**src/rtl/pipe_stage_skid_if.sv**
```systemverilog
// pipe_stage_skid_if: valid/ready/data handshake bundle for one side of a pipeline stage.
//
// Signals:
//   valid  producer holds a live beat
//   ready  consumer can accept a beat this cycle
//   data   payload, DATA_W bits
//
// Modports:
//   master  producer side (drives valid/data, samples ready)
//   slave   consumer side (samples valid/data, drives ready)
interface pipe_stage_skid_if #(
    parameter int unsigned DATA_W = 128
);
    logic              valid;
    logic              ready;
    logic [DATA_W-1:0] data;

    modport master (output valid, output data, input ready);
    modport slave  (input valid, input data, output ready);
endinterface

```
**src/rtl/pipe_stage_skid.sv**
```systemverilog
// pipe_stage_skid: inter-stage pipeline register with a 2-entry skid buffer.
//
// The payload is opaque (instruction, PCs, operands, control bundle concatenated by the
// instantiating stage). in_ready is registered, so a downstream stall never forms a
// combinational path back upstream. flush turns both entries into bubbles (NOP_VALUE).
//
// Ports:
//   clk         rising-edge clock
//   reset       asynchronous active-low reset, synchronous release
//   flush       synchronous flush, discards held entries and any beat offered this cycle
//   in_if       upstream handshake (slave): valid/data in, ready out (registered)
//   out_if      downstream handshake (master): valid/data out, ready in
//   occupancy   number of held entries (0..2)
//   stall_cnt   cycles with out_valid=1 & out_ready=0 (saturating)
//   bubble_cnt  cycles with out_valid=0 & out_ready=1 (saturating)
//
// Build option: define STAGE_PERF_CNT_EN to include the performance counters; without it
// stall_cnt and bubble_cnt are tied to zero.
module pipe_stage_skid #(
    parameter int unsigned       DATA_W    = 128,
    parameter logic [DATA_W-1:0] NOP_VALUE = {DATA_W{1'b0}},
    parameter int unsigned       CNT_W     = 16
) (
    input  logic                 clk,
    input  logic                 reset,
    input  logic                 flush,
    pipe_stage_skid_if.slave     in_if,
    pipe_stage_skid_if.master    out_if,
    output logic [1:0]           occupancy,
    output logic [CNT_W-1:0]     stall_cnt,
    output logic [CNT_W-1:0]     bubble_cnt
);

    // Main slot M drives the outputs; skid slot S catches one beat while M is blocked.
    logic              m_valid_q, m_valid_d;
    logic [DATA_W-1:0] m_data_q,  m_data_d;
    logic              s_valid_q, s_valid_d;
    logic [DATA_W-1:0] s_data_q,  s_data_d;
    logic              in_ready_q, in_ready_d;

    logic in_fire;
    logic out_fire;

    assign in_fire  = in_if.valid & in_ready_q;
    assign out_fire = m_valid_q & out_if.ready;

    always_comb begin
        m_valid_d = m_valid_q;
        m_data_d  = m_data_q;
        s_valid_d = s_valid_q;
        s_data_d  = s_data_q;

        if (flush) begin
            m_valid_d = 1'b0;
            m_data_d  = NOP_VALUE;
            s_valid_d = 1'b0;
            s_data_d  = NOP_VALUE;
        end else if (!m_valid_q) begin
            // Empty
            if (in_fire) begin
                m_valid_d = 1'b1;
                m_data_d  = in_if.data;
            end
        end else if (!s_valid_q) begin
            // One entry
            if (in_fire && out_fire) begin
                m_data_d = in_if.data;
            end else if (in_fire) begin
                s_valid_d = 1'b1;
                s_data_d  = in_if.data;
            end else if (out_fire) begin
                m_valid_d = 1'b0;
                m_data_d  = NOP_VALUE;
            end
        end else if (out_fire) begin
            // Full: in_ready is low, so only the drain can happen
            m_data_d  = s_data_q;
            s_valid_d = 1'b0;
            s_data_d  = NOP_VALUE;
        end

        // Registered ready reflects whether the skid slot is free after this edge
        in_ready_d = !s_valid_d;
    end

    always_ff @(posedge clk or negedge reset) begin
        if (!reset) begin
            m_valid_q  <= 1'b0;
            m_data_q   <= NOP_VALUE;
            s_valid_q  <= 1'b0;
            s_data_q   <= NOP_VALUE;
            in_ready_q <= 1'b1;
        end else begin
            m_valid_q  <= m_valid_d;
            m_data_q   <= m_data_d;
            s_valid_q  <= s_valid_d;
            s_data_q   <= s_data_d;
            in_ready_q <= in_ready_d;
        end
    end

    assign in_if.ready  = in_ready_q;
    assign out_if.valid = m_valid_q;
    assign out_if.data  = m_valid_q ? m_data_q : NOP_VALUE;
    // S is only ever valid alongside M, so the count never sees {M=0,S=1}
    assign occupancy    = {s_valid_q, m_valid_q & ~s_valid_q};

`ifdef STAGE_PERF_CNT_EN
    logic [CNT_W-1:0] stall_cnt_q;
    logic [CNT_W-1:0] bubble_cnt_q;

    // Counters ignore flush; only reset clears them
    always_ff @(posedge clk or negedge reset) begin
        if (!reset) begin
            stall_cnt_q  <= '0;
            bubble_cnt_q <= '0;
        end else begin
            if (m_valid_q && !out_if.ready && !(&stall_cnt_q)) begin
                stall_cnt_q <= stall_cnt_q + 1'b1;
            end
            if (!m_valid_q && out_if.ready && !(&bubble_cnt_q)) begin
                bubble_cnt_q <= bubble_cnt_q + 1'b1;
            end
        end
    end

    assign stall_cnt  = stall_cnt_q;
    assign bubble_cnt = bubble_cnt_q;
`else
    assign stall_cnt  = '0;
    assign bubble_cnt = '0;
`endif

endmodule

```
**src/flat_wrapper.sv**
```systemverilog
// flat-port wrapper written by rule: the top's interface ports become plain ports
module pipe_stage_skid_flat 
#(
    parameter int unsigned       DATA_W    = 128,
    parameter logic [DATA_W-1:0] NOP_VALUE = {DATA_W{1'b0}},
    parameter int unsigned       CNT_W     = 16
)
  (clk, reset, flush, occupancy, stall_cnt, bubble_cnt, in_if_valid, in_if_data, in_if_ready, out_if_valid, out_if_data, out_if_ready);
  pipe_stage_skid_if #(.DATA_W(DATA_W)) in_if_i ();
  pipe_stage_skid_if #(.DATA_W(DATA_W)) out_if_i ();
  input  logic clk;
  input  logic reset;
  input  logic flush;
  output logic [1:0] occupancy;
  output logic [CNT_W-1:0] stall_cnt;
  output logic [CNT_W-1:0] bubble_cnt;
  input wire logic [$bits(in_if_i.valid)-1:0] in_if_valid;
  input wire logic [$bits(in_if_i.data)-1:0] in_if_data;
  output wire logic [$bits(in_if_i.ready)-1:0] in_if_ready;
  output wire logic [$bits(out_if_i.valid)-1:0] out_if_valid;
  output wire logic [$bits(out_if_i.data)-1:0] out_if_data;
  input wire logic [$bits(out_if_i.ready)-1:0] out_if_ready;
  assign in_if_i.valid = in_if_valid;
  assign in_if_i.data = in_if_data;
  assign in_if_ready = in_if_i.ready;
  assign out_if_valid = out_if_i.valid;
  assign out_if_data = out_if_i.data;
  assign out_if_i.ready = out_if_ready;
  pipe_stage_skid #(.DATA_W(DATA_W), .NOP_VALUE(NOP_VALUE), .CNT_W(CNT_W)) u_core (.clk(clk), .reset(reset), .flush(flush), .in_if(in_if_i), .out_if(out_if_i), .occupancy(occupancy), .stall_cnt(stall_cnt), .bubble_cnt(bubble_cnt));
endmodule
```
**config.mk**
```make
export PLATFORM = sky130hd
export DESIGN_NAME = pipe_stage_skid_flat
export DESIGN_NICKNAME = d
export VERILOG_FILES = /design/src/rtl/pipe_stage_skid_if.sv /design/src/rtl/pipe_stage_skid.sv /design/src/flat_wrapper.sv
export SDC_FILE = /design/constraint.sdc
export NUM_CORES = 1
export LEC_CHECK = 0
export ABC_AREA = 1
export BUFFER_PORTS_ARGS = -buffer_cell sky130_fd_sc_hd__buf_2
export CORE_ASPECT_RATIO = 1.1
export CORE_MARGIN = 5
export CORE_UTILIZATION = 57
export DETAILED_ROUTE_END_ITERATION = 6
export GPL_TIMING_DRIVEN = 0
export HOLD_SLACK_MARGIN = 0.1
export PLACE_DENSITY = 0.83
export SYNTH_ARGS = -nofsm -noshare
export SYNTH_HDL_FRONTEND = slang
export SYNTH_SLANG_ARGS = --single-unit
export TNS_END_PERCENT = 10
```
**constraint.sdc**
```tcl
create_clock -name clk -period 1.7 [get_ports clk]
set_input_delay 0 -clock clk [delete_from_list [all_inputs] [get_ports clk]]
set_output_delay 0 -clock clk [all_outputs]
set_load 0.01 [all_outputs]
```
# Word level (Yosys, flattened, before mapping)
# Cells that the tools add are included.
[classes]
n_addsub = 0
multipliers = 0
n_div = 0
order_cmp = 0
n_eq_ne = 5
shifts = 0
mux = 24
n_bitwise = 4
n_reduce_logical = 7
[op_table]
columns = ["cell", "n"]
rows = [
  ["$mux W128", 13],
  ["$mux W1", 11],
  ["$ne A4 B4 Y1 const B", 2],
  ["$reduce_and A4 Y1", 2],
  ["$reduce_bool A3 Y1", 2],
  ["$ne A5 B5 Y1 const B", 1],
  ["$and A1 B1 Y1", 3],
  ["$ne A3 B2 Y1 const B", 1],
  ["$ne A3 B3 Y1 const B", 1],
  ["$reduce_bool A2 Y1", 1],
  ["$logic_and A1 B1 Y1", 1],
  ["$logic_not A1 Y1", 1],
  ["$not A1 Y1", 1],
]
[totals]
register_bits = 259
latchBits = 0
ramBits = 0
mem_bits_ro = 0
in_bits = 133
n_memories = 0

# Logic depth before layout (Yosys ltp)
# Gate-level depths: netlist (run 1).
[depth]
word_depth = 7
mapped_depth = 10
depth_no_buf = 7

# Least setup slack after synthesis (run 1)
# No wires, ideal clock.
[synth_path]
path_kind = "register to register"
start = "register u_core.in_ready_q, in the netlist u_core.in_if.ready"
end = "register u_core.s_data_q[40]"
setup_time_ns = 0.117
t_arrival_ns = 1.258
required_time_ns = 1.583
setup_slack_ns = 0.326
stages_incl_launch_ff = 10
path_cell_list = "dfstp_2 -> nand2_1 -> inv_1 -> nand2_1 -> nand2_2 -> nand2_1 -> buf_4 -> buf_6 -> nand2_1 -> nand2_1"
[synth_between]
elab_chain_len = 4
elab_cells_between_ends = 5
classes_between = "eq/ne: 1; bitwise: 1; reduce/logical: 3"
[synth_rtl]
columns = ["item", "line_no", "rtl"]
rows = [
  ["from (decl)", "pipe_stage_skid.sv:39", "logic in_ready_q, in_ready_d;"],
  ["from (signal assigned)", "pipe_stage_skid.sv:98", "in_ready_q <= in_ready_d;"],
  ["$and A1 B1 Y1 (*)", "pipe_stage_skid.sv:44", "assign in_fire = in_if.valid & in_ready_q;"],
  ["$logic_and A1 B1 Y1", "pipe_stage_skid.sv:66", "if (in_fire && out_fire) begin"],
  ["$ne A3 B2 Y1 (no line)", "-", ""],
  ["$reduce_and A4 Y1 (no line) (*)", "-", ""],
  ["to (signal assigned)", "pipe_stage_skid.sv:97", "s_data_q <= s_data_d;"],
  ["to (decl)", "pipe_stage_skid.sv:38", "logic [DATA_W-1:0] s_data_q, s_data_d;"],
]
# Every way passes the cells marked *; elsewhere a longest branch is shown, timed or not.
# A chain may end at the register's enable or synchronous reset.

# Final worst setup path (run 1)
[layout_path]
start = "register u_core.m_valid_q, in the netlist u_core.out_if.valid"
end = "output out_if_data[80]"
[layout_between]
elab_chain_len = 1
[layout_rtl]
columns = ["item", "line_no", "rtl"]
rows = [
  ["from (decl)", "pipe_stage_skid.sv:35", "logic m_valid_q, m_valid_d;"],
  ["from (signal assigned)", "pipe_stage_skid.sv:94", "m_valid_q <= m_valid_d;"],
  ["$mux W128", "pipe_stage_skid.sv:104", "assign out_if.data = m_valid_q ? m_data_q : NOP_VALUE;"],
  ["to (decl)", "flat_wrapper.sv:21", "output wire logic [$bits(out_if_i.data)-1:0] out_if_data;"],
]
# No other way between the ends.

==> results of run 1 <==
## repair_timing
action,in CTS,in global routing
hold endpoints to repair,418,0
setup buffers,6,1
setup endpoints to repair,355,469
cloned,1,6
pin swaps,0,2
gates resized for setup,93,147
hold buffers,135,0
## final cells by class
type                            count  area (um2)  share of cell area [%]
Tap cell                          368       460.4                   2.099
Timing Repair Buffer              414        3189                   14.54
Multi-Input combinational cell   1843        7518                   34.28
Buffer                            218        1764                   8.043
Inverter                          389        1463                   6.669
Sequential cell                   259        6482                   29.56
Clock buffer                       47       885.9                   4.039
Clock inverter                      9       170.2                  0.7758
## layout by cell type, fill, tap and decap left out, types with 2 or more instances in the layout
master         count
buf_16             3
dfrtp_1          258
buf_12            11
inv_2             20
clkbuf_16         36
buf_1              5
buf_4             86
nor3_1           128
inv_1            368
clkinv_2           4
nand2_2           34
buf_6             54
clkbuf_8           5
clkbuf_2           5
buf_8             23
dlygate4sd3_1    133
nor2_2             2
buf_2            273
clkbuf_4          13
nand3_1          258
nor2_1           130
conb_1            32
nand2_1         1253
clkbuf_1          31
bufinv_16          5
## kinds of logic after synthesis
| logic type | share of synthesized area, % |
|---|---|
| simple gates | 43.86 |
| buf+inv | 16.89 |
| compound gates | 0.1207 |
| flops | 39.10 |
| other cells | 0.02262 |
## worst register-to-register path, cell delays in order (launching register included)
cell and delay, ns:
dfrtp_1 0.38, buf_6 0.17, buf_4 0.16, inv_4 0.06, nor2_2 0.12, nand2_1 0.09, nand2_2 0.09, buf_4 0.24
buf_4 0.22, nand3_1 0.10, nand2_1 0.11
## layer usage
| metal | wire length, um | global-route usage [%] | part of all wire, % | vias to the layer above |
|---|---|---|---|---|
| met4 | 2422 | 12.01 | 4.4 | 0 |
| met2 | 27280 | 54.61 | 50 | 948 |
| met3 | 4450 | 5.252 | 8.1 | 194 |
| met5 | 0 | 0 | 0 | - |
| li1 | - | - | - | 8813 |
| met1 | 20930 | 39.18 | 38 | 8529 |
## cells in the mapped netlist
master    number  area (um2)
buf_1          7       26.28
a21oi_1        2       10.01
nand2_1     1287        4831
nor2_1       132       495.5
o21ai_0        1       5.000
dfstp_2        1       26.28
buf_6         13       146.4
nand3_1      258        1291
buf_2         90       450.4
nand2_2        1       6.260
nor2_2         1       6.260
buf_4         83       623.1
dfrtp_1      258        6456
inv_1        387        1453
clkbuf_1      25       93.84
conb_1         1       3.750
inv_2          2       7.510
o21ai_1        1       5.000
nor3_1       128       640.6
## metrics by stage
stage	instances	setup WS (ns)	hold slack [ns]
floorplan	2709	0.3259	-0.2956
global placement	3340	-4.044	0.3338
detailed placement	3342	-0.2057	-0.1112
CTS	3540	-0.07877	0.3287
global route	3547	-0.1543	0.3837
finish	3547	-0.1364	0.3460
## power by group through the flow
stage / Clock, mW / Combinational [mW] / Sequential (mW)
6_report: 7.00 / 3.75 / 7.06
5_1_grt: 7.26 / 4.14 / 7.11
4_1_cts: 6.99 / 3.48 / 7.03
3_5_place_dp: 0 / 3.05 / 7.12
3_3_place_gp: 0 / 2.95 / 7.11
2_1_floorplan: 0 / 2.04 / 7.05
## sequential cells by signal, summed over array words and instances, names as in the netlist
name and flops:
u_core.m_data_q 128, u_core.s_data_q 128, u_core.in_if.ready 1, u_core.out_if.valid 1, u_core.s_valid_q 1
## final timing paths
check | start | to | slack (ns)
max | u_core.out_if.valid | out_if_data[80] | -0.14
min | in_if_data[109] | u_core.s_data_q[109] | 0.35
max in group asynchronous | reset | u_core.s_data_q[104] | 0.29
max reg2reg | u_core.out_if.valid | u_core.s_data_q[74] | -0.09
min in group asynchronous | reset | u_core.m_data_q[49] | 0.56
min reg2reg | u_core.s_data_q[122] | u_core.s_data_q[122] | 0.47
==> results.cfg, run 1 <==
[floorplan]
dieArea_mm2 = 0.03260
die_height_um = 188.9
io_pins = 297
core_mm2 = 0.02871
die_width_um = 172.6
start_util_pct = 57.74
rows = 65

[power_and_ir_drop]
ir_drop_mv = 0.7000
comb_power_share_pct = 21.0
finalPower_mw = 17.80
power_density_mw_per_mm2 = 811.7
p_switching_mw = 5.240
p_seq_share_pct = 39.7
sw_frac_of_total_pct = 29.43
p_int_mw = 12.56
clkPwrFrac_pct = 39.3
p_leak_nw = 14.00

[sta]
slew_headroom_pct = 62.64
hold_viol = 0
fin_ws_ns = -0.1364
maxSlewViolCount = 0
clock.fmax_mhz = 544.5
period_needed_ns = 1.836
clock_skew_ns = 0.01919
setup_tns_ns = -15.55
worst_slew_pin_slew_ns = 0.5604
setup_viol = 292
period_share_pct = 108.0
rsz0062_at_grt = yes

[worst_setup_path]
worstPathRequired_ns = 1.70
crit_slowest_cell = dfrtp_1
worstSetupPathType = reg2out
path_depth = 7
cp_top_family = buffers and inverters
crit_arrival_ns = 1.84
critPathBufInv = 6
cp_max_fo = 10
reg2regPathDepth = 10
start_kind = register
crit_path_cell_trace = buf_6 -> buf_12 -> buf_12 -> buf_12 -> nand2_2 -> inv_1 -> buf_2
endpoint_kind = output pin
cp_common_cell = buf_12
cp_slowest_stage_delay_ns = 0.38

[route]
wire_per_inst_um = 15.53
dr.first_iter.drc_count = 1866
vias_per_cell = 5.211
vias = 18484
drc = 0
drt_wl_total_mm = 55.09
drt_pre_antenna_iters = 6
ant_nets = 0

[global_routing]
grt_max_degree = 125
grt_pass1_wl_mm = 86.20
antenna_found_initial = 0
grt_usage_pct = 31.36
gr-total-overflow = 0
first_global_vias = 17614

[layout]
drive_gt1_share_pct = 18.24
area_growth_pct = 32.31
n_fill_cell = 2126
final_nets = 3288
final_util_pct = 76.40
antenna_cells = 0
final_cell_area_mm2 = 0.02193

[min_path]
hold_class = in2reg
hold-path-cell-count = 6

[clocking]
clkSinkCount = 259
cts-root-buf = clkbuf_16
clock_latency_ns = 0.57
cts_tree = yes
clock_path_buffers = 3
clk_pin_slew_ns = 0.06
cts_buffers = 30
htree_levels = 1

[logic_synthesis]
ys_types = 19
synth_warnings = 0
seq_area_frac_synth_pct = 39.10
synth_seq_cells = 259
avgSynthCellArea_um2 = 6.190
syn_area_mm2 = 0.01658
syn_inst = 2678

[placed_design]
port_buffers = 263
place.gp.congestion = 0.9426
place_hpwl_mm = 34.92
placed_cell_area_mm2 = 0.01854

[run]
cap_violations = 0

[run_status]
status = finished with violations
violations = negative setup slack
(Power assumes the default switching activity.)
==> inputs of run 2 (changes only) <==
- CELL_PAD_IN_SITES_DETAIL_PLACEMENT: not set -> 1
- CELL_PAD_IN_SITES_GLOBAL_PLACEMENT: not set -> 2
- CORE_UTILIZATION: 57 -> 30
==> run 2 against run 1 <==
Net effect:
- the run still ends with negative setup slack left
- total power grew 5.0%
- non-clock buffer count grew 24
- register-to-register slack gained 0.11 ns
- sequential cell count is the same
- highest routed layer is now met5
==> results.cfg, run 2 (synthesized netlist as in run 1, its figures left out) <==
[worst_setup_path]
startpoint = u_core.out_if.valid
critPathBufInv = 6
endpoint_kind = output pin
crit_path_cell_trace = buf_8 -> buf_12 -> clkbuf_16 -> clkbuf_16 -> nand2_2 -> inv_1 -> buf_6
worstPathRequired_ns = 1.70
crit_arrival_ns = 1.84
cp_max_fo = 5
cp_top_family = buffers and inverters
cp_slowest_stage_delay_ns = 0.40
crit_slowest_cell = dfrtp_1
cp_common_cell = clkbuf_16
r2r-start = u_core.out_if.valid
start_kind = register
r2r_setup_slack_ns = 0.02
worstSetupPathType = reg2out

[global_routing]
gr-total-overflow = 0
grt_usage_pct = 21.17
grt_pass1_wl_mm = 101.9
antenna_found_initial = 13
grt_max_degree = 114
first_global_vias = 18920

[power_and_ir_drop]
p_leak_nw = 14.53
p_seq_share_pct = 38.0
power_density_mw_per_mm2 = 783.8
p_switching_mw = 5.736
sw_frac_of_total_pct = 30.68
p_int_mw = 12.96
comb_power_share_pct = 22.8
ir_drop_mv = 0.4708
clkPwrFrac_pct = 39.3

[sta]
fin_ws_ns = -0.1380
setup_viol = 126
period_needed_ns = 1.838
rsz0062_at_grt = yes
setup_tns_ns = -10.50
hold_viol = 0
period_share_pct = 108.1
slew_headroom_pct = 56.24
maxSlewViolCount = 0
clock_skew_ns = 0.01516
worst_slew_pin_slew_ns = 0.6564
whs_ns = 0.1480
clock.fmax_mhz = 544.1

[floorplan]
dieArea_mm2 = 0.06006
core_mm2 = 0.05484
io_pins = 297
start_util_pct = 30.23
die_height_um = 256.5
rows = 90
die_width_um = 234.1

[clocking]
clkSinkCount = 259
htree_levels = 2
clk_pin_slew_ns = 0.06
clock_path_buffers = 3
cts-root-buf = clkbuf_16
clock_latency_ns = 0.54
cts_tree = yes
cts_buffers = 34

[placed_design]
place_inst = 3710
port_buffers = 263
placed_cell_area_mm2 = 0.01900
place_hpwl_mm = 46.24
place.gp.congestion = 0.8124

[layout]
n_fill_cell = 7129
final_cell_area_mm2 = 0.02385
drive_gt1_share_pct = 23.39
final_nets = 3316
final_cells = 3953
final_util_pct = 43.50
multi_input_area_mm2 = 0.007886
layout_commonest_cell = nand2_1
seq_area_mm2 = 0.006482
top_regs = u_core.m_data_q (128), u_core.s_data_q (128)
final_cell_mix = 1177 x nand2_1, 309 x inv_1, 258 x dfrtp_1
area_growth_pct = 43.89

[route]
wire_per_inst_um = 17.46
vias_per_cell = 4.576
dr.first_iter.drc_count = 958
ant_nets = 0
drt_wl_total_mm = 69.02
vias = 18088
drt_pre_antenna_iters = 5
drc = 0

[min_path]
hold_start = flush
hold_class = in2reg

[run_status]
violations = negative setup slack
status = finished with violations

[run]
cap_violations = 0
## run 2: cell count changes in the layout (fill, tap and decap cells not counted), sizes merged
cell          delta
buf             +12
inv              +1
clkinv           -1
clkbuf          +21
dlymetal6s4s     -1
diode           +10
bufinv           -4
## run 2: per-layer routing
layer  global-route usage, %  up-vias  share of wire, %
li1                        -     8907                 -
met5                       0        -             0.041
met4                   6.820        6               3.1
met1                   26.65     8775                43
met2                   37.54      293                51
met3                   2.545      107               3.1
## run 2: per-stage QoR
stage               total power, mW  worst slack (ns)
floorplan                     9.091            0.3259
global placement              10.24            -4.510
detailed placement            10.38           -0.4296
CTS                           18.42           -0.1397
global route                  19.64           -0.1884
finish                        18.70           -0.1380
## run 2: path summary, 6_finish.rpt
path                                   endpoint  cells past startpoint
min                        u_core.m_data_q[127]                      5
min reg2reg                 u_core.s_data_q[61]                      2
max                             out_if_data[46]                      7
max in group asynchronous   u_core.s_data_q[39]                      4
min in group asynchronous  u_core.m_data_q[114]                      4
max reg2reg                 u_core.s_data_q[81]                      9
## run 2: power by group through the flow
stage          Combinational (mW)  Clock (mW)  Sequential, mW
4_1_cts                      3.82        7.54            7.06
3_5_place_dp                 3.24           0            7.14
5_1_grt                      4.71        7.77            7.16
6_report                     4.26        7.34            7.10
3_3_place_gp                 3.13           0            7.12
2_1_floorplan                2.04           0            7.05
## run 2: timing repair
| action | 4_1_cts | 5_1_grt |
|---|---|---|
| setup buffers | 5 | 9 |
| endpoints found under the hold margin | 517 | 0 |
| gates resized for setup | 228 | 275 |
| hold buffers | 134 | 0 |
| pin swaps | 0 | 6 |
| cloned | 5 | 22 |
| setup endpoints to repair | 379 | 377 |
## run 2: tightest hold or removal path, delay by kind of cell
family          cells  cell delay, ns
compound gates      1            0.12
buf+inv             2            0.41
simple gates        2            0.12
## run 2: layout make-up
type / instances / share of cell area [%]
well taps: 736 / 3.861
inverters: 389 / 6.153
plain buffers: 217 / 7.952
clock inverters: 5 / 0.2256
multi-input cells: 1843 / 33.06
flip-flops and latches: 259 / 27.18
diodes: 10 / 0.1049
repair buffers: 439 / 17.01
clock buffers: 55 / 4.459
